[config.mk]
export PLATFORM = sky130hd
export DESIGN_NAME = complex_result_accumulator
export DESIGN_NICKNAME = d
export VERILOG_FILES = /design/src/rtl/complex_result_accumulator.sv
export SDC_FILE = /design/constraint.sdc
export NUM_CORES = 1
export LEC_CHECK = 0
export ABC_AREA = 1
export BUFFER_PORTS_ARGS = -buffer_cell sky130_fd_sc_hd__clkbuf_2
export CAP_MARGIN = 25
export CELL_PAD_IN_SITES_DETAIL_PLACEMENT = 2
export CELL_PAD_IN_SITES_GLOBAL_PLACEMENT = 2
export CORE_ASPECT_RATIO = 1.5
export CORE_MARGIN = 2
export CORE_UTILIZATION = 31
export DETAILED_ROUTE_END_ITERATION = 6
export GPL_TIMING_DRIVEN = 0
export PLACE_DENSITY_LB_ADDON = 0.3
export SYNTH_ARGS = -nofsm -noshare
export SYNTH_HDL_FRONTEND = slang
export SYNTH_SLANG_ARGS = --single-unit
[constraint.sdc]
create_clock -name clk -period 2.6 [get_ports clk]
set_clock_uncertainty 0.05 [all_clocks]
set_input_delay 0.26 -clock clk [delete_from_list [all_inputs] [get_ports clk]]
set_output_delay 0.26 -clock clk [all_outputs]
set_load 0.01 [all_outputs]
[src/rtl/complex_result_accumulator.sv]
// Sums ACC_LEN complex multiplier results and presents the sum on a valid/ready output.
// Latency: sum valid 1 cycle after the last accepted beat.
// Backpressure: input is stalled (res_ready=0) while the sum waits for acc_ready.
module complex_result_accumulator #(
    parameter int DATA_WIDTH = 8,
    parameter int ACC_LEN    = 4,
    parameter int GUARD_BITS = 4
) (
    input  logic                                      clk,
    input  logic                                      rstn,
    input  logic                                      sw_rst,
    input  logic                                      res_val,
    output logic                                      res_ready,
    input  logic [4*DATA_WIDTH-1:0]                   res_data,
    output logic                                      acc_val,
    input  logic                                      acc_ready,
    output logic [2*(2*DATA_WIDTH+GUARD_BITS)-1:0]    acc_data
);
    localparam int PW = 2 * DATA_WIDTH;
    localparam int AW = PW + GUARD_BITS;
    localparam int CW = 8;

    typedef enum logic {ST_ACCUM, ST_OUTPUT} state_t;

    state_t        state;
    state_t        state_nxt;
    logic [CW-1:0] beat_cnt;
    logic [AW-1:0] acc_re;
    logic [AW-1:0] acc_im;
    logic [AW-1:0] sum_re;
    logic [AW-1:0] sum_im;
    logic          xfer;
    logic          last_beat;
    logic          take;
    logic          clr;

    // Handshake outputs come straight from the state register.
    assign res_ready = (state == ST_ACCUM);
    assign acc_val   = (state == ST_OUTPUT);

    assign xfer      = res_val && res_ready;
    assign take      = acc_val && acc_ready;
    assign last_beat = (beat_cnt == CW'(ACC_LEN - 1));
    assign clr       = !rstn || sw_rst;

    assign sum_re = acc_re + {{GUARD_BITS{res_data[4*DATA_WIDTH-1]}}, res_data[4*DATA_WIDTH-1:PW]};
    assign sum_im = acc_im + {{GUARD_BITS{res_data[PW-1]}}, res_data[PW-1:0]};

    always_ff @(posedge clk) begin
        if (clr) begin
            state <= ST_ACCUM;
        end else begin
            state <= state_nxt;
        end
    end

    always_comb begin
        state_nxt = state;
        case (state)
            ST_ACCUM:  if (xfer && last_beat) state_nxt = ST_OUTPUT;
            ST_OUTPUT: if (take)              state_nxt = ST_ACCUM;
            default:                          state_nxt = ST_ACCUM;
        endcase
    end

    always_ff @(posedge clk) begin
        if (clr) begin
            beat_cnt <= '0;
            acc_re   <= '0;
            acc_im   <= '0;
            acc_data <= '0;
        end else if (xfer) begin
            beat_cnt <= beat_cnt + CW'(1);
            acc_re   <= sum_re;
            acc_im   <= sum_im;
            if (last_beat) begin
                acc_data <= {sum_re, sum_im};
            end
        end else if (take) begin
            // acc_data deliberately keeps the delivered sum.
            beat_cnt <= '0;
            acc_re   <= '0;
            acc_im   <= '0;
        end
    end

endmodule

* After elaboration in Yosys (flattened, before gate mapping) *
Index checks and enable logic that the tools add are counted.
Widths: inputs -> output; s select.

word-level totals
  memories kept = 0
  input port bits = 37
  bits in latches = 0
  RAM bits = 0
  memory bits (read-only) = 0
  word-level logic and storage cells = 25
  output and inout port bits = 42
  bits in registers = 89

cells by class
  bitwise logic cells = 1
  muxes and demuxes = 8
  $mul = 0
  div/mod/pow operators = 0
  $lt $le $gt $ge = 0
  shift operators = 0
  reductions and logical operators = 7
  $add $sub $neg = 3
  equal/unequal tests = 1

operator list
  operator             number
  $mux 20              3
  $add 20x20->20       2
  $mux 8               2
  $add 8x1->8 const B  1
  $eq 8x2->1 const B   1
  $logic_and 1x1->1    3
  $mux 1               2
  $pmux 1 s2           1
  $reduce_and 2->1     1
  $reduce_bool 2->1    1
  $logic_not 1->1      1
  $logic_or 1x1->1     1
  $not 1->1            1

* Depth between registers and ports, before layout *
Gate-level depths: netlist of run 1.

  depth after elaboration = 5
  depth in mapped cells = 14

* Worst setup path after synthesis of run 1 *
OpenSTA, ideal clock, no wires.

  kind = flip-flop to flip-flop
  start point = reg acc_re[0]
  end point = reg acc_data[28]
  cell stages (with the launch flop) = 12
  period minus slack after synthesis = 1.903 ns
  library setup time = 0.116 ns
  data arrival time = 1.736 ns
  setup slack = 0.697 ns
  path through = dfxtp_1 > ha_1 > fa_1 > nand3_1 > nand3_1 > nand2_1 > nand2_1 > or2_2 > nand2_1 > nand2_1 > o211ai_1 > inv_1

on the way
  cells in the longest elaborated chain, start to end = 1

ends and longest elaborated chain
  item                    line  text
  from (decl)             28    logic [AW-1:0] acc_re;
  from (signal assigned)  74    acc_re <= sum_re;
  $add 20x20->20          46    assign sum_re = acc_re + {{GUARD_BITS{res_data[4*DATA_WIDTH-1]}}, res_data[4*DATA_WIDTH-1:PW]};
  to (signal assigned)    77    acc_data <= {sum_re, sum_im};
  to (decl)               17    output logic [2*(2*DATA_WIDTH+GUARD_BITS)-1:0] acc_data

Every way passes these cells.
A chain may end at the register's enable or synchronous reset.

* Final worst setup path of run 1 *
Ends and elaborated chain as after synthesis.

==> results of run 1 <==
[state kept, by name (all words and copies together) (netlist names)]
signal and cells:
beat_cnt 8, acc_re 20, acc_im 20, acc_data 40, acc_val 1
[per-layer routing]
layer  GRT usage  up-vias  part of all wire
li1            -     3045                 -
met1      0.2261     3002              0.38
met2      0.4703       71              0.58
met3     0.02600       33             0.016
met4     0.07648        0             0.026
met5           0        -                 0
[kinds of logic (layout without fill, tap and decap cells)]
family	Yosys count	after routing	share of synthesized area
DFF	89	89	0.3119
xor gates and xnor gates	14	14	0.02146
buffers and inverters	139	233	0.09899
adders and majority gates	41	41	0.09242
AOI/OAI and AO/OA	126	126	0.1174
and+or+nand+nor	498	498	0.3579
[metrics by stage]
stage          total power, W  instance area (um2)  hold WS (ns)  setup WS, ns  std cells
6_report             0.003302                 6659        0.1729        0.3117       1218
5_1_grt              0.003467                 6659        0.2135        0.1627       1218
4_1_cts              0.003351                 6659        0.1732        0.2823       1218
3_5_place_dp         0.002036                 6375        0.4123        0.2202       1202
3_3_place_gp         0.002015                 6375        0.4060        0.2527       1202
2_1_floorplan        0.001828                 5713        0.3947        0.6975        907
[worst paths after layout]
path                           from                         to  slack, ns  depth (start not counted)
max          acc_re[0]$_SDFFE_PP0P_  acc_data[28]$_SDFFE_PP0P_       0.31                         11
min                       acc_ready         acc_val$_SDFF_PP0_       0.17                          4
max reg2reg  acc_re[0]$_SDFFE_PP0P_  acc_data[28]$_SDFFE_PP0P_       0.31                         11
min reg2reg  acc_im[8]$_SDFFE_PP0P_     acc_im[8]$_SDFFE_PP0P_       0.42                          2
[critical path: cells and delay by family, from the launching register on]
family / cells / cell delay, ns
buf+inv: 1 / 0.05
fa+ha+maj: 2 / 0.70
simple gates: 7 / 0.98
compound gates: 1 / 0.09
flops: 1 / 0.32
[area by class of cell]
cell class	instances	area share
well taps	217	0.04077
clock buffers	12	0.03852
clock inverters	4	0.004134
flip-flops and latches	89	0.2676
plain buffers	23	0.01879
repair buffers	78	0.05862
multi-input cells	679	0.5054
inverters	116	0.06614
[power by group]
part           internal, W  total [W]  switching, W
clock network     0.000702    0.00130      0.000598
logic             0.000194   0.000595      0.000400
registers          0.00139    0.00141     0.0000169
[cell usage in the layout, fill, tap and decap left out, types with 3 or more instances in the layout]
cell / instances
buf_6: 4
a21oi_1: 77
clkbuf_16: 9
a21o_1: 4
o21ai_0: 22
nor2_1: 99
clkbuf_1: 13
o21ai_1: 12
clkinv_4: 3
clkbuf_2: 78
or2_2: 10
buf_1: 4
dfxtp_1: 89
and2_1: 8
nand2_1: 307
nor3_1: 4
xnor2_1: 6
inv_1: 112
ha_1: 39
nand3b_1: 3
o21bai_1: 4
nand3_1: 60
xor2_1: 8
==> qor.csv, run 1 <==
stage,metric,value,unit
synthesis,predominant post-synthesis flop cell,dfxtp_1,
synthesis,Netlist Area Pre-Place,5713,um2
routing,1st-iter DRT viols,148,
job,# Max-Cap Violations,0,
clock_tree,cts repair resizes,0,
synthesis,number of synthesized register bits,89,
finish,Final #Nets,1074,
clock_tree,CTS tree,built,
clock_tree,total CTS buffers,9,
grt,vias in the first global route,6778,
timing,Final Max Tran Viols,0,
synthesis,Mapped Avg Cell Area,6.299,um2
synthesis,synth unique cells,37,
worst_setup_path,critical path startpoint category,flip-flop,
worst_setup_path,CP max stage cell,fa_1,
routing,WL/cell,17.72,um
worst_setup_path,"Arr. time, crit path",2.49,ns
timing,"Setup violations, final",0,
worst_setup_path,Critical Path End Type,flip-flop,
worst_setup_path,delay of the slowest cell on the worst path,0.46,ns
floorplan,Die Ht,170.3,um
pwr,leakage,3.541,nW
routing,vias,6151,
placed_design,RD Place Congestion,0.7936,
clock_tree,hold buffers post-CTS,0,
floorplan,CORE AREA,18020,um2
timing,Final min period,2.288,ns
routing,DRT Wirelength,21580,um
grt,GRT Util Overall,0.2278,
synthesis,top cell type's share of synthesized area,0.3119,
finish,layout cells sized above 1,0.1179,
timing,FMAX,437.0,MHz
synthesis,most common cell in the netlist,nand2_1,
finish,Filler Cell Count,2277,
synthesis,ys async rst share,0,
pwr,Max VDD drop,219.0,uV
finish,multi-input logic area,3366,um2
grt,initial antenna violation count,0,
synthesis,Synth area leaders,"dfxtp_1 (31%), nand2_1 (20%), ha_1 (8.5%), inv_1 (7.4%), a21oi_1 (6.7%)",
timing,setup_tns,0,ns
synthesis,Mapped Cells,907,
timing,Slew headroom,0.4411,
synthesis,number of flops mapped to enable cells by yosys,0,
floorplan,FP Rows,60,
clock_tree,Post-CTS Setup Bufs,0,
grt,GR Overflow Total,0,
timing,Final Hold Fails,0,
worst_setup_path,"most used cell, CP",nand2_1,
clock_tree,H-tree levels,3,
timing,Slew @ Worst Pin,0.8383,ns
synthesis,Synth top cells by count,"nand2_1 (307), inv_1 (112), nor2_1 (99)",
timing,unrepaired setup endpoints after global routing,false,
clock_tree,Clock transition at path regs,0.07,ns
worst_setup_path,Crit path required time,2.80,ns
floorplan,I/O Pins,79,
synthesis,register area share after synthesis,0.3119,
outcome,status,finished clean,
routing,Vias per Instance,5.050,
worst_setup_path,crit path kind,reg2reg,
worst_setup_path,CP cell instances,ha_1 -> fa_1 -> nand3_1 -> nand3_1 -> nand2_1 -> nand2_1 -> or2_2 -> nand2_1 -> nand2_1 -> o211ai_1 -> inv_1,
synthesis,"area leader, netlist",dfxtp_1,
grt,first-pass GRT wire length,34140,um
clock_tree,clock latency on the worst-skew pair,0.36,ns
finish,diode count,0,
finish,Layout Utilization,0.3696,
floorplan,Die W,114.8,um
synthesis,syn_nets,985,
floorplan,die area,19550,um2
min_path,Tightest Hold Check Type,in2reg,
routing,Final ANT Viol Nets,0,
routing,DRC viols,0,
finish,Register Area,1782,um2
placed_design,DP Wirelength,17480,um
floorplan,Initial Utilization,0.3171,
routing,DR pass1 iterations,4,
clock_tree,Root Buffer,clkbuf_16,
clock_tree,CTS Sinks,89,
finish,area delta synth->final,16.56,%
worst_setup_path,Critical Path Fanout Max,4,
synthesis,Yosys warnings,0,
grt,largest net degree at the start of global routing,15,
placed_design,Port Buffers,78,
clock_tree,Max Root-Sink Buffers,2,
pwr,Pwr per Cell Area,495.9,nW/um2
timing,crit share post-route,0.8801,
(Power assumes the default switching activity.)
==> run 2, diff against run 1 <==
--- a/config.mk
+++ b/config.mk
@@ -8,11 +8,12 @@
 export ABC_AREA = 1
 export BUFFER_PORTS_ARGS = -buffer_cell sky130_fd_sc_hd__clkbuf_2
 export CAP_MARGIN = 25
-export CELL_PAD_IN_SITES_DETAIL_PLACEMENT = 2
+export CELL_PAD_IN_SITES_DETAIL_PLACEMENT = 1
 export CELL_PAD_IN_SITES_GLOBAL_PLACEMENT = 2
 export CORE_ASPECT_RATIO = 1.5
 export CORE_MARGIN = 2
 export CORE_UTILIZATION = 31
+export CTS_CLUSTER_SIZE = 16
 export DETAILED_ROUTE_END_ITERATION = 6
 export GPL_TIMING_DRIVEN = 0
 export PLACE_DENSITY_LB_ADDON = 0.3
==> run 2 against run 1 <==
Compared with the run above:
- clock power up 5%
- core utilization up 0.076 points
- power up 1.3%
- hold slack worse by 0.0026 ns
- die area unchanged
- combinational power down 3%
- flip-flop and latch count unchanged
- cell area up 0.21%
- first-iteration DRC count up 0.68%
- cell count unchanged
- sequential power about the same
- via count down 3.9%
- critical path type unchanged
- critical endpoint unchanged
- highest routed layer unchanged
==> qor.csv, run 2 (same netlist as run 1, synthesis figures left out) <==
stage,metric,value,unit,change
timing,Final min period,2.246,ns,-0.04250 ns
timing,Final Hold Fails,0,,unchanged
routing,1st-iter DRT viols,149,,+0.68%
floorplan,I/O Pins,79,,unchanged
floorplan,Die W,114.8,um,unchanged
worst_setup_path,"most used cell, CP",nand2_1,,
timing,crit share post-route,0.8638,,-0.01635
floorplan,CORE AREA,18020,um2,unchanged
finish,Filler Cell Count,2412,,+5.9%
finish,max reg flops,40,,unchanged
grt,vias in the first global route,6292,,-7.2%
timing,Slew headroom,0.4886,,+0.04750
timing,WHS,0.1702,ns,-0.002642 ns
placed_design,Port Buffers,78,,unchanged
grt,first-pass GRT wire length,31310,um,-8.3%
worst_setup_path,"Arr. time, crit path",2.45,ns,-0.04 ns
grt,GRT Util Overall,0.2098,,-0.01794
placed_design,Placed Instances,1202,,unchanged
routing,Final ANT Viol Nets,0,,unchanged
routing,Vias per Instance,4.855,,-3.9%
worst_setup_path,CP cell instances,ha_1 -> fa_1 -> nand3_1 -> nand3_1 -> nand2_1 -> nand2_1 -> or2_2 -> nand2_1 -> nand2_1 -> o211ai_1 -> inv_1,,
clock_tree,Clock transition at path regs,0.07,ns,about the same
grt,GR Overflow Total,0,,unchanged
clock_tree,CTS Sinks,89,,unchanged
floorplan,FP Rows,60,,unchanged
worst_setup_path,delay of the slowest cell on the worst path,0.45,ns,about the same
floorplan,Die Ht,170.3,um,unchanged
clock_tree,Root Buffer,clkbuf_16,,
clock_tree,Max Root-Sink Buffers,2,,unchanged
routing,DRC viols,0,,unchanged
worst_setup_path,critical path startpoint category,flip-flop,,
routing,WL/cell,16.14,um,-8.9%
clock_tree,hold buffers post-CTS,0,,unchanged
finish,area delta synth->final,16.80,%,
pwr,Pwr per Cell Area,501.1,nW/um2,+1.1%
grt,largest net degree at the start of global routing,15,,unchanged
routing,vias,5913,,-3.9%
timing,FMAX,445.3,MHz,+1.9%
finish,layout cells sized above 1,0.1179,,unchanged
floorplan,Initial Utilization,0.3171,,unchanged
finish,Post-Layout Cell Count,1218,,unchanged
finish,top flop regs,"acc_data (40), acc_im (20), acc_re (20)",,
clock_tree,cts repair resizes,0,,unchanged
worst_setup_path,Critical Path Fanout Max,4,,unchanged
grt,initial antenna violation count,0,,unchanged
timing,"Setup violations, final",0,,unchanged
timing,unrepaired setup endpoints after global routing,false,,
clock_tree,total CTS buffers,9,,unchanged
timing,Slew @ Worst Pin,0.7671,ns,-0.07125 ns
timing,final setup margin,0.3542,ns,+0.04250 ns
finish,Final #Nets,1074,,unchanged
worst_setup_path,crit path kind,reg2reg,,
finish,"commonest non-fill, non-tap cell in the layout",nand2_1,,
clock_tree,H-tree levels,3,,unchanged
placed_design,RD Place Congestion,0.7936,,unchanged
worst_setup_path,Crit path required time,2.80,ns,about the same
clock_tree,clock latency on the worst-skew pair,0.36,ns,about the same
timing,Final Max Tran Viols,0,,unchanged
routing,DR pass1 iterations,4,,unchanged
job,# Max-Cap Violations,0,,unchanged
floorplan,die area,19550,um2,unchanged
pwr,leakage,3.540,nW,about the same
min_path,Tightest Hold Check Type,in2reg,,
clock_tree,CTS tree,built,,
worst_setup_path,Critical Path End Type,flip-flop,,
routing,DRT Wirelength,19660,um,-8.9%
finish,diode count,0,,unchanged
worst_setup_path,R2R Setup Slk,0.35,ns,+0.04 ns
pwr,Max VDD drop,276.0,uV,+26%
clock_tree,Post-CTS Setup Bufs,0,,unchanged
finish,most frequent cells in the layout,"nand2_1 (307), inv_1 (112), nor2_1 (99)",,
finish,Reg with most FFs,acc_data,,
timing,setup_tns,0,ns,unchanged
outcome,status,finished clean,,
placed_design,"worst slack, placed",0.2484,ns,+0.02823 ns
worst_setup_path,CP max stage cell,fa_1,,
placed_design,DP Wirelength,15950,um,-8.7%
-- run 2: critical path, delay by kind of cell (launching register included) --
family,cells,cell delay (ns)
AO/OA/AOI/OAI,1,0.08
adder cells (fa/ha/maj),2,0.68
buffers and inverters,1,0.05
flip-flops,1,0.31
AND/OR/NAND/NOR,7,0.96
-- run 2: layout make-up --
type,count,area [um2],share of cell area
multi-input combinational,679,3366,0.5044
sequential,89,1782,0.2670
inverter,116,440.4,0.06600
timing repair buffer,78,390.4,0.05850
tap,217,271.5,0.04069
clock buffer,11,242.7,0.03638
buffer,23,125.1,0.01875
clock inverter,5,55.05,0.008251
-- run 2: per-layer routing --
layer,wire (um),vias up,global-route usage,share of wire
met3,410,24,0.02920,0.021
li1,-,3039,-,-
met1,7677,2783,0.2137,0.39
met5,0,-,0,0
met4,406,0,0.07229,0.021
met2,11160,67,0.4223,0.57
-- run 2: path summary, 6_finish.rpt --
check | startpoint | end | cells after the start
min | acc_ready | acc_val$_SDFF_PP0_ | 4
max | acc_re[0]$_SDFFE_PP0P_ | acc_data[28]$_SDFFE_PP0P_ | 11
max reg2reg | acc_re[0]$_SDFFE_PP0P_ | acc_data[28]$_SDFFE_PP0P_ | 11
min reg2reg | acc_im[14]$_SDFFE_PP0P_ | acc_im[14]$_SDFFE_PP0P_ | 2
-- run 2: power breakdown --
part           internal [W]  total (W)  switching [W]  leakage, nW
logic              0.000194   0.000576       0.000382         2.68
registers           0.00139    0.00141      0.0000160        0.721
clock network      0.000769    0.00136       0.000592        0.142
total               0.00235    0.00334       0.000990         3.54
-- run 2: per-stage QoR --
step	utilization	power (W)	cell area (um2)
floorplan	-	0.001828	5713
CTS	0.3703	0.003396	6673
finish	0.3703	0.003344	6673
detailed placement	0.3538	0.002019	6375
global route	0.3703	0.003518	6673
global placement	0.3538	0.002015	6375
